$ cat src/rtl/uart_rx_if.sv
// Receiver-side bundle: serial line in, received byte with its status strobes out.
interface uart_rx_if;
  logic       rx;
  logic [7:0] rx_byte;
  logic       received;
  logic       framing_error;

  modport master (input rx, output rx_byte, received, framing_error);
  modport slave  (output rx, input rx_byte, received, framing_error);
endinterface

$ cat src/rtl/uart_rx.sv
// 8N1 asynchronous serial receiver: mid-bit sampling, one-cycle received and
// framing_error strobes, last good byte held on rx_byte between frames.
module uart_rx #(
  parameter int CLKS_PER_BIT = 104
) (
  input  logic      clk,
  input  logic      rst_n,
  uart_rx_if.master bus
);

  localparam int N  = CLKS_PER_BIT;
  localparam int H  = N / 2;
  localparam int CW = $clog2(N);
  localparam logic [CW-1:0] HALF_LAST = CW'(H - 1);
  localparam logic [CW-1:0] BIT_LAST  = CW'(N - 1);

  typedef enum logic [2:0] {IDLE, START, DATA, STOP, WAIT_HIGH} state_t;

  state_t        state;
  logic [1:0]    sync_q;
  logic          rx_s;
  logic [CW-1:0] cnt;
  logic [2:0]    idx;
  logic [7:0]    shreg;
  logic [7:0]    byte_q;
  logic          recv_q;
  logic          ferr_q;

  assign rx_s              = sync_q[1];
  assign bus.rx_byte       = byte_q;
  assign bus.received      = recv_q;
  assign bus.framing_error = ferr_q;

  always_ff @(posedge clk or negedge rst_n) begin
    if (!rst_n) sync_q <= '1;
    else        sync_q <= {sync_q[0], bus.rx};
  end

  always_ff @(posedge clk or negedge rst_n) begin
    if (!rst_n) begin
      state  <= IDLE;
      cnt    <= '0;
      idx    <= '0;
      shreg  <= '0;
      byte_q <= '0;
      recv_q <= 1'b0;
      ferr_q <= 1'b0;
    end else begin
      recv_q <= 1'b0;
      ferr_q <= 1'b0;
      unique case (state)
        IDLE: begin
          if (!rx_s) begin
            state <= START;
            cnt   <= '0;
          end
        end
        START: begin
          if (cnt == HALF_LAST) begin
            cnt <= '0;
            idx <= '0;
            state <= rx_s ? IDLE : DATA;
          end else begin
            cnt <= cnt + 1'b1;
          end
        end
        DATA: begin
          if (cnt == BIT_LAST) begin
            cnt   <= '0;
            shreg <= {rx_s, shreg[7:1]};
            idx   <= idx + 1'b1;
            if (idx == 3'd7) state <= STOP;
          end else begin
            cnt <= cnt + 1'b1;
          end
        end
        STOP: begin
          // Leave at mid-stop-bit so a following start edge is never missed.
          if (cnt == BIT_LAST) begin
            cnt <= '0;
            if (rx_s) begin
              byte_q <= shreg;
              recv_q <= 1'b1;
              state  <= IDLE;
            end else begin
              ferr_q <= 1'b1;
              state  <= WAIT_HIGH;
            end
          end else begin
            cnt <= cnt + 1'b1;
          end
        end
        WAIT_HIGH: begin
          if (rx_s) state <= IDLE;
        end
        default: state <= IDLE;
      endcase
    end
  end

endmodule

$ cat src/flat_wrapper.sv
// flat-port wrapper written by rule: the top's interface ports become plain ports
module uart_rx_flat 
#(
  parameter int CLKS_PER_BIT = 104
)
  (clk, rst_n, bus_rx, bus_rx_byte, bus_received, bus_framing_error);
  uart_rx_if bus_i ();
  input  logic clk;
  input  logic rst_n;
  input wire logic [$bits(bus_i.rx)-1:0] bus_rx;
  output wire logic [$bits(bus_i.rx_byte)-1:0] bus_rx_byte;
  output wire logic [$bits(bus_i.received)-1:0] bus_received;
  output wire logic [$bits(bus_i.framing_error)-1:0] bus_framing_error;
  assign bus_i.rx = bus_rx;
  assign bus_rx_byte = bus_i.rx_byte;
  assign bus_received = bus_i.received;
  assign bus_framing_error = bus_i.framing_error;
  uart_rx #(.CLKS_PER_BIT(CLKS_PER_BIT)) u_core (.clk(clk), .rst_n(rst_n), .bus(bus_i));
endmodule
$ cat config.mk
export PLATFORM = sky130hd
export DESIGN_NAME = uart_rx_flat
export DESIGN_NICKNAME = d
export VERILOG_FILES = /design/src/rtl/uart_rx_if.sv /design/src/rtl/uart_rx.sv /design/src/flat_wrapper.sv
export SDC_FILE = /design/constraint.sdc
export NUM_CORES = 1
export LEC_CHECK = 0
export ABC_AREA = 1
export CAP_MARGIN = 10
export CORE_ASPECT_RATIO = 0.6
export CORE_MARGIN = 2
export CORE_UTILIZATION = 56
export DETAILED_ROUTE_END_ITERATION = 16
export GPL_TIMING_DRIVEN = 0
export PLACE_DENSITY = 0.74
export SYNTH_ARGS = -nofsm -noshare
export SYNTH_HDL_FRONTEND = slang
export SYNTH_SLANG_ARGS = --single-unit
export TNS_END_PERCENT = 1
$ cat constraint.sdc
create_clock -name clk -period 1.66 [get_ports clk]
set_clock_uncertainty 0.05 [all_clocks]
set_input_delay 0.166 -clock clk [delete_from_list [all_inputs] [get_ports clk]]
set_output_delay 0.166 -clock clk [all_outputs]
set_load 0.01 [all_outputs]
# --- Word level (Yosys, flattened, before mapping) ---
# Index checks and enable logic that the tools add are counted.
totals:
  reg_bits: 33
  latch_bits: 0
  ram_bits: 0
  romBits: 0
  input_bits: 3
  out_inout_bits: 10
  mem_count: 0
classes:
  n_addsub: 2
  mul: 0
  div: 0
  order_cmp: 0
  n_eq_ne: 13
  shifts: 0
  muxes: 22
  bitwise_logic: 0
  n_reduce_logical: 9
op_table:
  columns: ["cell", "count"]
  rows:
  - ["3-bit 2-to-1 mux", 9]
  - ["7-bit 2-to-1 mux", 3]
  - ["7-bit case mux with 3 select lines", 1]
  - ["3-bit case mux with 5 select lines", 1]
  - ["2-bit by 1-bit inequality test with 1-bit output, second input constant", 5]
  - ["7-bit by 1-bit adder with 7-bit output, second input constant", 1]
  - ["7-bit by 6-bit equality test with 1-bit output, second input constant", 1]
  - ["7-bit equality test, second input constant", 1]
  - ["3-bit by 2-bit equality test with 1-bit output, second input constant", 2]
  - ["3-bit equality test, second input constant", 2]
  - ["1-bit 2-to-1 mux", 6]
  - ["3-bit case mux with 2 select lines", 1]
  - ["3-bit AND reduction", 2]
  - ["6-bit AND reduction", 1]
  - ["2-bit AND reduction", 2]
  - ["3-bit by 1-bit adder with 3-bit output, second input constant", 1]
  - ["3-bit by 1-bit equality test with 1-bit output, second input constant", 1]
  - ["3-bit logical NOT", 1]
  - ["3-bit nonzero test", 1]
  - ["2-bit 2-to-1 mux", 1]
  - ["2-bit inequality test, second input constant", 1]
  - ["2-bit nonzero test", 1]
  - ["2-bit OR reduction", 1]

# --- Logic depth before layout (Yosys ltp) ---
logic_depth:
  ltp_word: 4
  depth_mapped: 11
  depth_no_buf: 10

# --- Least setup slack after synthesis ---
# OpenSTA, ideal clock, no wires.
synth_timing:
  path_kind: "reg2reg"
  start: "register u_core.cnt[0]"
  end: "register u_core.idx[0]"
  setup_time_ns: 0.116
  t_arrival_ns: 1.345
  t_required_ns: 1.494
  setup_slack_ns: 0.149
  stages_incl_launch_ff: 12
  path_cell_list: "dfrtp_1 ha_1 nand2_2 nor2_4 nand2_1 buf_6 nand2_1 nand2_1 inv_2 nand2_1 nand2_1 nand2_1"
synth_via:
  elab_chain_len: 3
  word_cells_on_any_way: 5
  classes_between: "4 x eq/ne; 1 x reduce/logical"
synth_rtl:
  columns: ["item", "line", "source"]
  rows:
  - ["from (decl)", "uart_rx.sv:22", "logic [CW-1:0] cnt;"]
  - ["from (signal assigned)", "uart_rx.sv:64", "cnt <= cnt + 1'b1;"]
  - ["from (signal assigned)", "uart_rx.sv:74", "cnt <= cnt + 1'b1;"]
  - ["from (signal assigned)", "uart_rx.sv:90", "cnt <= cnt + 1'b1;"]
  - ["7-bit equality test or 7-bit by 6-bit equality test with 1-bit output (tied branches)", "uart_rx.sv:68, uart_rx.sv:59", null]
  - ["2-bit by 1-bit inequality test with 1-bit output (no source line)", null, null]
  - ["3-bit AND reduction (no source line) (*)", null, null]
  - ["to (signal assigned)", "uart_rx.sv:71", "idx <= idx + 1'b1;"]
  - ["to (decl)", "uart_rx.sv:23", "logic [2:0] idx;"]
# Mark *: on every way between the ends. The rest lies on a longest branch, timed or not.
# A chain may end at the register's enable or synchronous reset.

# --- Worst setup path after layout ---
layout_timing:
  start: "register u_core.cnt[0]"
  end: "register u_core.state[1]"
layout_via:
  elab_chain_len: 3
  word_cells_on_any_way: 6
  classes_between: "5 x eq/ne; 1 x reduce/logical"
layout_rtl:
  columns: ["item", "line", "source"]
  rows:
  - ["7-bit equality test or 7-bit by 6-bit equality test with 1-bit output (tied branches)", "uart_rx.sv:68, uart_rx.sv:79, uart_rx.sv:59", null]
  - ["2-bit by 1-bit inequality test with 1-bit output (no source line)", null, null]
  - ["6-bit AND reduction (no source line) (*)", null, null]
  - ["to (signal assigned)", "uart_rx.sv:62", "state <= rx_s ? IDLE : DATA;"]
  - ["to (decl)", "uart_rx.sv:19", "state_t state;"]
# Marked as above.

==> results by group <==
Critical path
  – CP max stage cell: dfrtp_1
  – Worst Path Buf+Inv: 2
  – Reg-to-reg slack, setup: 0.08 ns
  – Worst-path cell chain: ha_4 -> nand2_4 -> nor2_4 -> nand2_4 -> buf_8 -> nand2_2 -> nand2_2 -> inv_4 -> nand2_2 -> nand2_1 -> nand2_1
  – Critical Path Fanout Max: 8
  – Kind of cell adding the most delay to the critical path: simple AND/OR/NAND/NOR gates
  – WP data arrival: 1.69 ns
  – Cell mode on critical path: nand2_2
  – CP endpoint kind: flop
  – Critical path class: reg -> reg
  – CP startpoint kind: flop
  – Worst path max stage delay: 0.43 ns
  – Critical Path RT: 1.77 ns

Power and ir drop
  – Peak VDD IR: 0.552 mV
  – Leak pwr: 0.943 nW
  – Power consumption: 1.49 mW
  – Cell area power density: 790 nW/um2

Synthesis
  – #FFs+latches synth: 33
  – Sequential fraction of the synthesis area: 0.536
  – Post-Synth Simple-Gate Area: 0.264
  – Cells after Synth: 181
  – YS warnings: 0
  – Synth Area in Compound Gates: 0.0827
  – Post-Synth Adder-Cell Area: 0.0243
  – Post-synthesis mux area share: 0
  – Synth Area in XOR/XNOR: 0.0170
  – Largest family of logic cells by synthesized area: simple AND/OR/NAND/NOR gates
  – Mean Syn Cell Area: 8.53 um2
  – Syn_nets: 187
  – Synthesized cell area: 1540 um2
  – Synth unique cells: 19

Finish
  – Multi-input logic area: 639 um2
  – Register area: 828 um2
  – Design Area, Final: 1890 um2
  – Commonest non-fill, non-tap cell in the layout: nand2_1
  – Final Net Count: 211
  – Area growth from synthesis to layout: 22.2%
  – Antenna Cells: 0
  – Share of cells above drive strength 1: 0.194
  – Fill cell count: 198
  – Highest-count cells in the layout ignoring fill and taps: 50 x nand2_1, 31 x dfrtp_1, 18 x inv_1, 17 x o21ai_0, 15 x nor2_1

STA
  – Final TNS setup: 0 ns
  – Slew of the pin with the lowest slew margin: 0.698 ns
  – Final min period: 1.58 ns
  – Slew Viols, Final: 0
  – Slew margin rel.: 0.535
  – Final setup viols: 0
  – RSZ-0062 raised after global routing: yes
  – Tcrit/Tclk final: 0.952
  – Final hold vios: 0
  – Fmax: 633 MHz

Placement
  – Placed cell areas: 1700 um2
  – Number of buffers added on ports: 12
  – Gpl congestion: 0.856
  – Dpl hpwl: 2070 um

GRT
  – Pin count of the biggest net entering global routing: 34
  – Vias in the first global route: 1158
  – Global-route wire length before repair: 5220 um
  – Tot GR Track Use: 0.222
  – Initial antenna violation count: 0
  – Remaining global-route overflow: 0

Run
  – Maxcap violations: 0

Die
  – Vert. Die Dim: 44.7 um
  – I/O pins: 13
  – Die X-Extent: 71.8 um
  – Die ar.: 3210 um2
  – Initial Utilization: 0.604
  – Core Region: 2560 um2
  – Row count: 14

Detailed routing
  – Drt wl/cell: 12.5 um
  – Via density: 5.01
  – TritonRoute pass-1 iters: 4
  – Residual DRC count: 0
  – DR vias: 1193
  – Post-Route WL: 2970 um
  – DRT antenna net count: 0
  – Initial DRC count: 110

Clocking
  – Htree depth: 2
  – Clk sink count: 33
  – CTS Root Cell: clkbuf_8
  – Clock buffer depth: 2
  – Inserted Clock Buffers: 5
  – Clock latency on the worst-skew pair: 0.28 ns
  – CTS clk-pin slew, worst paths: 0.06 ns
  – CTS tree: done

Outcome
  – Status: finished clean

Min path
  – HP Class: in -> reg
[through the flow]
step	worst slack (ns)	hold WS (ns)	instances	utilization
4_1_cts	0.0125	0.231	236	0.718
5_1_grt	-0.0101	0.251	238	0.738
2_1_floorplan	0.149	-0.180	181	-
3_3_place_gp	-0.219	0.296	225	0.666
6_report	0.0800	0.238	238	0.738
3_5_place_dp	-0.0781	0.209	225	0.664
[cell type report]
class / instances / share of cell area
tap: 32 / 0.0212
clock buffer: 7 / 0.0511
sequential: 33 / 0.439
timing repair buffer: 17 / 0.0822
buffer: 3 / 0.0199
clock inverter: 1 / 0.00265
multi-input combinational: 123 / 0.339
inverter: 22 / 0.0451
[worst register-to-register path, stage by stage (launching register included)]
cell and delay (ns):
dfrtp_1 0.43, ha_4 0.18, nand2_4 0.06, nor2_4 0.12, nand2_4 0.08, buf_8 0.14
nand2_2 0.06, nand2_2 0.06, inv_4 0.09, nand2_2 0.06, nand2_1 0.07, nand2_1 0.07
[where the power goes]
part           internal [mW]  total, mW  switching (mW)
clock                  0.374      0.656           0.281
combinational        0.00530     0.0233          0.0180
sequential             0.809      0.811         0.00249
total                   1.19       1.49           0.302
[registers in the layout, summed over array words and instances, names as in the netlist]
name,count
u_core.state,3
u_core.bus.received,1
u_core.bus.rx_byte,8
u_core.bus.framing_error,1
u_core.sync_q,2
u_core.shreg,8
u_core.cnt,7
u_core.idx,3
[what timing repair did]
action                                 in CTS  in global routing
pin swaps                                   2                  4
endpoints found under the hold margin      31                  0
setup endpoints to repair                  16                 26
resized for setup                           3                 11
hold buffers                                1                  0
setup buffers                               2                  2
[metal layers]
metal	GRT usage	vias to the layer above	wire, um
met5	0	-	0
met4	0.0906	0	23
met3	0.0615	5	115
met2	0.326	22	1280
met1	0.316	556	1550
li1	-	610	-
[worst paths after layout]
path / from / endpoint / depth (start not counted)
worst max-delay path: u_core.cnt[0]$_DFFE_PN0P_ / u_core.state[1]$_DFFE_PN0P_ / 11
worst min-delay path: bus_rx / u_core.sync_q[0]$_DFF_PN1_ / 1
worst max register to register: u_core.cnt[0]$_DFFE_PN0P_ / u_core.state[1]$_DFFE_PN0P_ / 11
worst min register to register: u_core.sync_q[0]$_DFF_PN1_ / u_core.sync_q[1]$_DFF_PN1_ / 0
max in group asynchronous: rst_n / u_core.shreg[7]$_DFFE_PN0P_ / 2
min in group asynchronous: rst_n / u_core.shreg[0]$_DFFE_PN0P_ / 2
[kinds of logic (layout without fill, tap and decap cells)]
family	count (synthesis)	after routing
AO/OA/AOI/OAI	24	24
XOR/XNOR	3	3
flip-flops	33	33
AND/OR/NAND/NOR	93	93
buffers and inverters	25	50
adder cells (fa/ha/maj)	3	3
[cells in the mapped netlist]
cell type / n / area, um2
o21ai_0: 17 / 85.1
nand3b_1: 1 / 7.51
dfstp_2: 2 / 52.6
nand2_1: 57 / 214
nor2_1: 15 / 56.3
nor2_4: 2 / 22.5
xor2_1: 3 / 26.3
dfrtp_1: 31 / 776
nor3_4: 1 / 16.3
nand3_1: 10 / 50.1
inv_1: 19 / 71.3
o21ai_2: 2 / 17.5
a21oi_1: 5 / 25.0
buf_6: 3 / 33.8
nand2_2: 3 / 18.8
nor2_2: 2 / 12.5
inv_2: 3 / 11.3
nor3_1: 2 / 10.0
ha_1: 3 / 37.5
Power figures use the tool's default switching activity.
